<file path="src/rtl/acc_write_ctrl_if.sv">
// Control bus between the array/compensation sequencer and one column's
// accumulator write ports.
interface acc_write_ctrl_if #(
  parameter int unsigned ADDR_W = 3
);
  logic              start;
  logic [2:0]        Col;
  logic              CACC_Wr_en;
  logic [ADDR_W-1:0] CAcc_Wr_Addr;
  logic              ACC_Wr_en;
  logic [ADDR_W-1:0] Acc_Wr_Addr;
  logic              busy;
  logic              done;

  // Issues tile starts and observes the write ports.
  modport master (
    output start, Col,
    input  CACC_Wr_en, CAcc_Wr_Addr, ACC_Wr_en, Acc_Wr_Addr, busy, done
  );

  // The write sequencer itself.
  modport slave (
    input  start, Col,
    output CACC_Wr_en, CAcc_Wr_Addr, ACC_Wr_en, Acc_Wr_Addr, busy, done
  );
endinterface

</file>
<file path="src/rtl/acc_write_ctrl.sv">
// Per-column accumulator write sequencer: ROWS compensation writes, a
// column-dependent skew gap, ROWS accumulate writes, then a done pulse.
module acc_write_ctrl #(
  parameter int unsigned ROWS      = 8,
  parameter int unsigned ADDR_W    = 3,
  parameter int unsigned SKEW_BASE = 1,
  parameter int unsigned SKEW_W    = 5
) (
  input  logic              clk,
  input  logic              rst_n,
  acc_write_ctrl_if.slave   bus
);

  localparam logic [2:0] StIdle = 3'd0;
  localparam logic [2:0] StComp = 3'd1;
  localparam logic [2:0] StSkew = 3'd2;
  localparam logic [2:0] StAcc  = 3'd3;
  localparam logic [2:0] StDone = 3'd4;

  localparam logic [ADDR_W-1:0] LastRow = ADDR_W'(ROWS - 1);

  logic [2:0]        state_q, state_d;
  logic [ADDR_W-1:0] row_q, row_d;
  logic [SKEW_W-1:0] skew_q, skew_d;
  logic [2:0]        col_q, col_d;
  logic              cen_q, cen_d;
  logic [ADDR_W-1:0] caddr_q, caddr_d;
  logic              aen_q, aen_d;
  logic [ADDR_W-1:0] aaddr_q, aaddr_d;
  logic              busy_q, busy_d;
  logic              done_q, done_d;

  logic [SKEW_W-1:0] skew_total;
  assign skew_total = SKEW_W'(SKEW_BASE) + SKEW_W'(col_q);

  // Next-state and next-output decode; outputs are computed one cycle ahead
  // so every port comes straight from a flop.
  always_comb begin
    state_d = state_q;
    row_d   = row_q;
    skew_d  = skew_q;
    col_d   = col_q;
    cen_d   = 1'b0;
    caddr_d = caddr_q;
    aen_d   = 1'b0;
    aaddr_d = aaddr_q;
    busy_d  = busy_q;
    done_d  = 1'b0;
    case (state_q)
      StIdle: begin
        if (bus.start) begin
          state_d = StComp;
          col_d   = bus.Col;
          row_d   = '0;
          cen_d   = 1'b1;
          caddr_d = '0;
          aaddr_d = '0;
          busy_d  = 1'b1;
        end
      end
      StComp: begin
        if (row_q == LastRow) begin
          row_d = '0;
          // Zero skew goes straight to accumulate with no idle cycle.
          if (skew_total == '0) begin
            state_d = StAcc;
            aen_d   = 1'b1;
            aaddr_d = '0;
          end else begin
            state_d = StSkew;
            skew_d  = skew_total - SKEW_W'(1);
          end
        end else begin
          row_d   = row_q + ADDR_W'(1);
          cen_d   = 1'b1;
          caddr_d = row_q + ADDR_W'(1);
        end
      end
      StSkew: begin
        if (skew_q == '0) begin
          state_d = StAcc;
          aen_d   = 1'b1;
          aaddr_d = '0;
        end else begin
          skew_d = skew_q - SKEW_W'(1);
        end
      end
      StAcc: begin
        if (row_q == LastRow) begin
          row_d   = '0;
          state_d = StDone;
          done_d  = 1'b1;
        end else begin
          row_d   = row_q + ADDR_W'(1);
          aen_d   = 1'b1;
          aaddr_d = row_q + ADDR_W'(1);
        end
      end
      StDone: begin
        state_d = StIdle;
        busy_d  = 1'b0;
      end
      default: begin
        state_d = StIdle;
        busy_d  = 1'b0;
      end
    endcase
  end

  // State and output registers with synchronous active-low reset.
  always_ff @(posedge clk) begin
    if (!rst_n) begin
      state_q <= StIdle;
      row_q   <= '0;
      skew_q  <= '0;
      col_q   <= '0;
      cen_q   <= 1'b0;
      caddr_q <= '0;
      aen_q   <= 1'b0;
      aaddr_q <= '0;
      busy_q  <= 1'b0;
      done_q  <= 1'b0;
    end else begin
      state_q <= state_d;
      row_q   <= row_d;
      skew_q  <= skew_d;
      col_q   <= col_d;
      cen_q   <= cen_d;
      caddr_q <= caddr_d;
      aen_q   <= aen_d;
      aaddr_q <= aaddr_d;
      busy_q  <= busy_d;
      done_q  <= done_d;
    end
  end

  assign bus.CACC_Wr_en   = cen_q;
  assign bus.CAcc_Wr_Addr = caddr_q;
  assign bus.ACC_Wr_en    = aen_q;
  assign bus.Acc_Wr_Addr  = aaddr_q;
  assign bus.busy         = busy_q;
  assign bus.done         = done_q;

endmodule

</file>
<file path="src/flat_wrapper.sv">
// flat-port wrapper written by rule: the top's interface ports become plain ports
module acc_write_ctrl_flat 
#(
  parameter int unsigned ROWS      = 8,
  parameter int unsigned ADDR_W    = 3,
  parameter int unsigned SKEW_BASE = 1,
  parameter int unsigned SKEW_W    = 5
)
  (clk, rst_n, bus_start, bus_Col, bus_CACC_Wr_en, bus_CAcc_Wr_Addr, bus_ACC_Wr_en, bus_Acc_Wr_Addr, bus_busy, bus_done);
  acc_write_ctrl_if #(.ADDR_W(ADDR_W)) bus_i ();
  input  logic clk;
  input  logic rst_n;
  input wire logic [$bits(bus_i.start)-1:0] bus_start;
  input wire logic [$bits(bus_i.Col)-1:0] bus_Col;
  output wire logic [$bits(bus_i.CACC_Wr_en)-1:0] bus_CACC_Wr_en;
  output wire logic [$bits(bus_i.CAcc_Wr_Addr)-1:0] bus_CAcc_Wr_Addr;
  output wire logic [$bits(bus_i.ACC_Wr_en)-1:0] bus_ACC_Wr_en;
  output wire logic [$bits(bus_i.Acc_Wr_Addr)-1:0] bus_Acc_Wr_Addr;
  output wire logic [$bits(bus_i.busy)-1:0] bus_busy;
  output wire logic [$bits(bus_i.done)-1:0] bus_done;
  assign bus_i.start = bus_start;
  assign bus_i.Col = bus_Col;
  assign bus_CACC_Wr_en = bus_i.CACC_Wr_en;
  assign bus_CAcc_Wr_Addr = bus_i.CAcc_Wr_Addr;
  assign bus_ACC_Wr_en = bus_i.ACC_Wr_en;
  assign bus_Acc_Wr_Addr = bus_i.Acc_Wr_Addr;
  assign bus_busy = bus_i.busy;
  assign bus_done = bus_i.done;
  acc_write_ctrl #(.ROWS(ROWS), .ADDR_W(ADDR_W), .SKEW_BASE(SKEW_BASE), .SKEW_W(SKEW_W)) u_core (.clk(clk), .rst_n(rst_n), .bus(bus_i));
endmodule
</file>
<file path="config.mk">
export PLATFORM = sky130hd
export DESIGN_NAME = acc_write_ctrl_flat
export DESIGN_NICKNAME = d
export VERILOG_FILES = /design/src/rtl/acc_write_ctrl_if.sv /design/src/rtl/acc_write_ctrl.sv /design/src/flat_wrapper.sv
export SDC_FILE = /design/constraint.sdc
export NUM_CORES = 1
export LEC_CHECK = 0
export BUFFER_PORTS_ARGS = -buffer_cell sky130_fd_sc_hd__buf_2
export CAP_MARGIN = 30
export CORE_MARGIN = 2
export CORE_UTILIZATION = 60
export CTS_CLUSTER_DIAMETER = 100
export DETAILED_ROUTE_END_ITERATION = 10
export GPL_TIMING_DRIVEN = 0
export PLACE_DENSITY_LB_ADDON = 0.25
export SYNTH_ARGS = -nofsm -noshare
export SYNTH_HDL_FRONTEND = slang
export SYNTH_SLANG_ARGS = --single-unit
export TNS_END_PERCENT = 20
</file>
<file path="constraint.sdc">
create_clock -name clk -period 4.3 [get_ports clk]
set_clock_uncertainty 0.15 [all_clocks]
set_input_delay 0.43 -clock clk [delete_from_list [all_inputs] [get_ports clk]]
set_output_delay 0.43 -clock clk [all_outputs]
set_load 0.1 [all_outputs]
</file>
After elaboration in Yosys (flattened, before gate mapping)
Index checks and enable logic that the tools add are counted.

word-level totals
  bits in registers = 24
  bits of input ports = 6
  logic and storage cells = 74

cells by class
  $add $sub $neg = 4
  eq/ne operators = 13
  multiplexer cells = 29
  bitwise gates (word level) = 1
  reduce and logical (&&, ||, !) cells = 17

operators by type and width
  kind                                                    count
  2-to-1 mux 3 bit                                        10
  case mux 3 bit (4 select lines)                         2
  2-to-1 mux 5 bit                                        3
  case mux 3 bit (2 select lines)                         2
  zero test 5 bit                                         2
  inequality test 2 bit (second input constant)           5
  case mux 5 bit (2 select lines)                         1
  subtractor 5 x 1 -> 5 bit (second input constant)       2
  2-to-1 mux 1 bit                                        8
  inequality test 2 x 1 -> 1 bit (second input constant)  4
  AND reduction 2 bit                                     4
  AND reduction 4 bit                                     2
  == test 3 x 2 -> 1 bit (second input constant)          2
  AND reduction 6 bit                                     1
  nonzero test 2 bit                                      3
  adder 1 x 3 -> 4 bit (first input constant)             1
  case mux 1 bit (2 select lines)                         2
  nonzero test 4 bit                                      1
  adder 3 x 1 -> 3 bit (second input constant)            1
  == test 3 x 1 -> 1 bit (second input constant)          1
  == test 3 bit (second input constant)                   1
  zero test 3 bit                                         1
  case mux 1 bit (3 select lines)                         1
  AND reduction 3 bit                                     1
  3 further kinds                                         3

Logic depth before layout (Yosys ltp)
  word-level depth = 5
  mapped depth = 8
  depth with buffers taken out = 7

Worst setup path before layout
Ideal clock, no wire load.

  kind = register -> register
  start = register u_core.row_q[0]
  end = register u_core.aaddr_q[0] (netlist: u_core.bus.Acc_Wr_Addr[0])
  library setup time = 0.072 ns
  arrival = 1.751 ns
  data required time = 4.078 ns
  path slack = 2.328 ns
  stages on the path, launching flop included = 9
  path buffers = 1
  clock period less this slack = 1.972 ns
  cell sequence = dfxtp_1 ha_1 ha_1 clkbuf_1 xnor2_1 a21oi_1 o211ai_1 a21oi_1 mux2i_1

on the way
  word-level cells in the longest chain between the ends = 3
  elaborated cells on any way between the ends = 7
  classes of those cells = add/sub (1); eq/ne (3); mux (2); reduce/logical (1)

RTL lines
  element                                                                 RTL line                                                          text
  start: declaration                                                      acc_write_ctrl.sv:23                                              logic [ADDR_W-1:0] row_q, row_d;
  start signal: assignment                                                acc_write_ctrl.sv:125                                             row_q <= row_d;
  adder 3 x 1 -> 3 bit or == test 3 bit (tied branches)                   acc_write_ctrl.sv:96, acc_write_ctrl.sv:62, acc_write_ctrl.sv:89
  2-to-1 mux 3 bit, or another cell as far along                          acc_write_ctrl.sv:89                                              if (row_q == LastRow) begin
  case mux 3 bit (4 select lines) or AND reduction 6 bit (tied branches)  -
  end signal: assignment                                                  acc_write_ctrl.sv:131                                             aaddr_q <= aaddr_d;
  end: declaration                                                        acc_write_ctrl.sv:29                                              logic [ADDR_W-1:0] aaddr_q, aaddr_d;

Parallel ways exist; a longest one is shown, timed or not. The select of a mux whose other input is x is not followed.
A chain may end at the register's enable or synchronous reset.

Worst setup path in the final report
  start = register u_core.row_q[0]
  end = register u_core.skew_q[3]

on the way
  word-level cells in the longest chain between the ends = 3

RTL lines
  element                                   RTL line               text
  == test 3 bit                             acc_write_ctrl.sv:62   if (row_q == LastRow) begin
  inequality test 2 x 1 -> 1 bit (no line)  -
  AND reduction 4 bit (no line)             -
  end signal: assignment                    acc_write_ctrl.sv:126  skew_q <= skew_d;
  end: declaration                          acc_write_ctrl.sv:24   logic [SKEW_W-1:0] skew_q, skew_d;

No other way between the ends.

==> flow_metrics.env <==
export IMPL_drv_cap=0
export IMPL_port_buffers=15
export IMPL_slew_viol_final=0
export IMPL_power_density_nw_per_um2=296
export IMPL_path_cells="ha_1 -> ha_1 -> clkbuf_1 -> nand2_1 -> a21oi_2 -> o22ai_1 -> a31o_1"
export IMPL_seqPwrFrac_pct=55.7
export IMPL_start_util_pct=64.1
export IMPL_path_common_cell="ha_1"
export IMPL_syn_cell_area_um2=1270
export IMPL_holdPathStages=3
export IMPL_die_y_um=50.0
export IMPL_slew_headroom_pct=67.2
export IMPL_cp_data_required_time_ns=4.38
export IMPL_cts_max_level=1
export IMPL_max_freq_mhz=432
export IMPL_mostFrequentLayoutCells="dfxtp_1, buf_2, nand2_1"
export IMPL_yosysTopAreaCellShare_pct=37.8
export IMPL_cts_tree="done"
export IMPL_status="completed"
export IMPL_ctsResizeCount=0
export IMPL_avgRoutedWirePerCell_um=13.3
export IMPL_synth_largest_area_cell="dfxtp_1"
export IMPL_drtPass1Iterations=4
export IMPL_critical_path_max_stage_delay_ns=0.43
export IMPL_rsz0062_at_grt="false"
export IMPL_min_from="bus_Col[1]"
export IMPL_path_class="register to register"
export IMPL_clkPwrFrac_pct=28.6
export IMPL_cp_start_kind="register"
export IMPL_fin_hold_ws_ns=0.207
export IMPL_vias=1077
export IMPL_period_needed_ns=2.32
export IMPL_ff2ff_path_depth=7
export IMPL_setup_tns_ns=0
export IMPL_layout_worst_path_cycle_share_pct=53.9
export IMPL_hold_path_class="input pin to register"
export IMPL_ios=16
export IMPL_path_max_fanout=10
export IMPL_die_w_um=50.0
export IMPL_cts_buffers=3
export IMPL_synthArstFlopShare_pct=0
export IMPL_reg2reg_to="u_core.skew_q[3]"
export IMPL_finalPower_mw=0.419
export IMPL_fin_nets=174
export IMPL_row_count=16
export IMPL_final_hold_violation_count=0
export IMPL_syn_inst=143
export IMPL_arrival_ns=2.39
export IMPL_diodes=0
export IMPL_yosysSeqAreaShare_pct=37.8
export IMPL_grt_max_degree=14
export IMPL_viasPerCell=5.70
export IMPL_yosys_warnings=0
export IMPL_grt_usage_pct=22.9
export IMPL_drive_above_1_share_pct=17.9
export IMPL_cp_startpoint="u_core.row_q[0]"
export IMPL_intPower_mw=0.302
export IMPL_syn_nets=154
export IMPL_power_frac_comb_pct=15.7
export IMPL_fp_coreArea_um2=1980
export IMPL_cts_sinks=24
export IMPL_drt_iter0_markers=31
export IMPL_avgSynthCellArea_um2=8.89
export IMPL_p_leak_nw=0.611
export IMPL_grt_pass1_vias=1028
export IMPL_clk_pin_slew_ns=0.13
export IMPL_overflow=0
export IMPL_layout_commonest_cell="dfxtp_1"
export IMPL_switchingPower_mw=0.117
export IMPL_dp_cells=185
export IMPL_gp_congestion=0.832
export IMPL_clock_latency_ns=0.32
export IMPL_worstMarginPinSlew_ns=0.493
export IMPL_grt_pass1_wl_mm=4.37
export IMPL_grt_antenna_before_repair=0
export IMPL_route_detailed_drc=0
export IMPL_seq_area_um2=480
export IMPL_ant_nets=0
export IMPL_post_cts_setup_buffers=0
export IMPL_synth_enable_flop_cells=0
export IMPL_wirelength_mm=2.51
export IMPL_stdcell_count=189
export IMPL_ys_top_cells_by_area="dfxtp_1, mux2i_1, nand2_1"
export IMPL_ys_ff_latch=24
export IMPL_regToRegStartpoint="u_core.row_q[0]"
export IMPL_die_area_um2=2500
export IMPL_clock_path_buffers=2
export IMPL_holdBufCountCts=0
export IMPL_critPathSlowestCell="dfxtp_1"
export IMPL_fillers=143
export IMPL_r2r_setup_slack_ns=1.98
export IMPL_crit_end="u_core.skew_q[3]"
export IMPL_ys_flop_type="dfxtp_1"
export IMPL_syn2layout_area_growth_pct=11.4
export IMPL_hpwlAfterDp_mm=1.84
export IMPL_setup_viol=0
export IMPL_vdd_drop_max_v=0.000231
export IMPL_synth_cell_types=41
export IMPL_p_sw_share_pct=27.9
export IMPL_cp_end_kind="register"
export IMPL_cts_root_buf="clkbuf_4"
export IMPL_multi_input_area_um2=752
power by group through the flow:
stage          Clock (mW)  Combinational [mW]  Sequential [mW]
2_1_floorplan           0              0.0356            0.255
3_3_place_gp            0              0.0635            0.238
3_5_place_dp            0              0.0652            0.238
4_1_cts             0.123              0.0654            0.233
5_1_grt             0.130              0.0712            0.235
6_report            0.120              0.0657            0.233
how the worst min path moves through the flow:
stage,to
after CTS,u_core.col_q[1]
after floorplan,u_core.skew_q[4]
after global routing,u_core.col_q[2]
final,u_core.col_q[1]
after global placement,u_core.bus.Acc_Wr_Addr[1]
after detailed placement,u_core.bus.busy
area by class of cell:
cell class,instances,share of cell area (%)
Tap cell,27,2.39
Sequential cell,24,33.9
Buffer,8,2.47
Clock buffer,4,2.56
Timing Repair Buffer,15,5.30
Multi-Input combinational cell,110,53.1
Inverter,1,0.265
synthesized netlist by cell type, types with 3 or more instances:
master     n
a21oi_1    6
a31oi_1    3
and2_1     6
buf_2      4
clkbuf_1   4
dfxtp_1   24
ha_1       5
mux2i_1    7
nand2_1   17
nor2_1     8
nor2b_1   10
nor3_1     3
o21ai_1    7
o311a_1    3
xor2_1     3
kinds of logic after synthesis:
logic type | after synthesis | share of synthesized area, %
DFF | 24 | 37.8
xor gates and xnor gates | 4 | 2.76
AOI/OAI and AO/OA | 31 | 17.2
buffers and inverters | 9 | 3.05
and+or+nand+nor | 63 | 28.7
muxes | 7 | 5.51
adders and majority gates | 5 | 4.92
stage by stage:
step	cell area [µm²]	setup slack, ns	utilization [%]
floorplan	1270	2.33	-
global placement	1380	2.07	69.6
detailed placement	1380	2.03	69.6
CTS	1420	1.99	71.5
global route	1420	1.74	71.5
finish	1420	1.98	71.5
metal layers:
layer	GRT usage [%]	share of wire, %	vias to the layer above
met4	11.6	1.9	0
li1	-	-	555
met2	38.6	48	19
met3	3.64	3.3	6
met1	27.8	46	497
met5	0	0	-
state kept, by name, indices dropped and copies added (netlist names):
name                     count
u_core.bus.CAcc_Wr_Addr      3
u_core.skew_q                5
u_core.bus.Acc_Wr_Addr       3
u_core.row_q                 3
u_core.bus.done              1
u_core.bus.ACC_Wr_en         1
u_core.state_q               3
u_core.bus.CACC_Wr_en        1
u_core.col_q                 3
u_core.bus.busy              1
critical path: cells and delay by family, from the launching register on:
kind            cells  cell delay, ns
buf+inv             1            0.36
compound gates      3            0.77
fa+ha+maj           2            0.36
flops               1            0.43
simple gates        1            0.14
(Power assumes the default switching activity.)
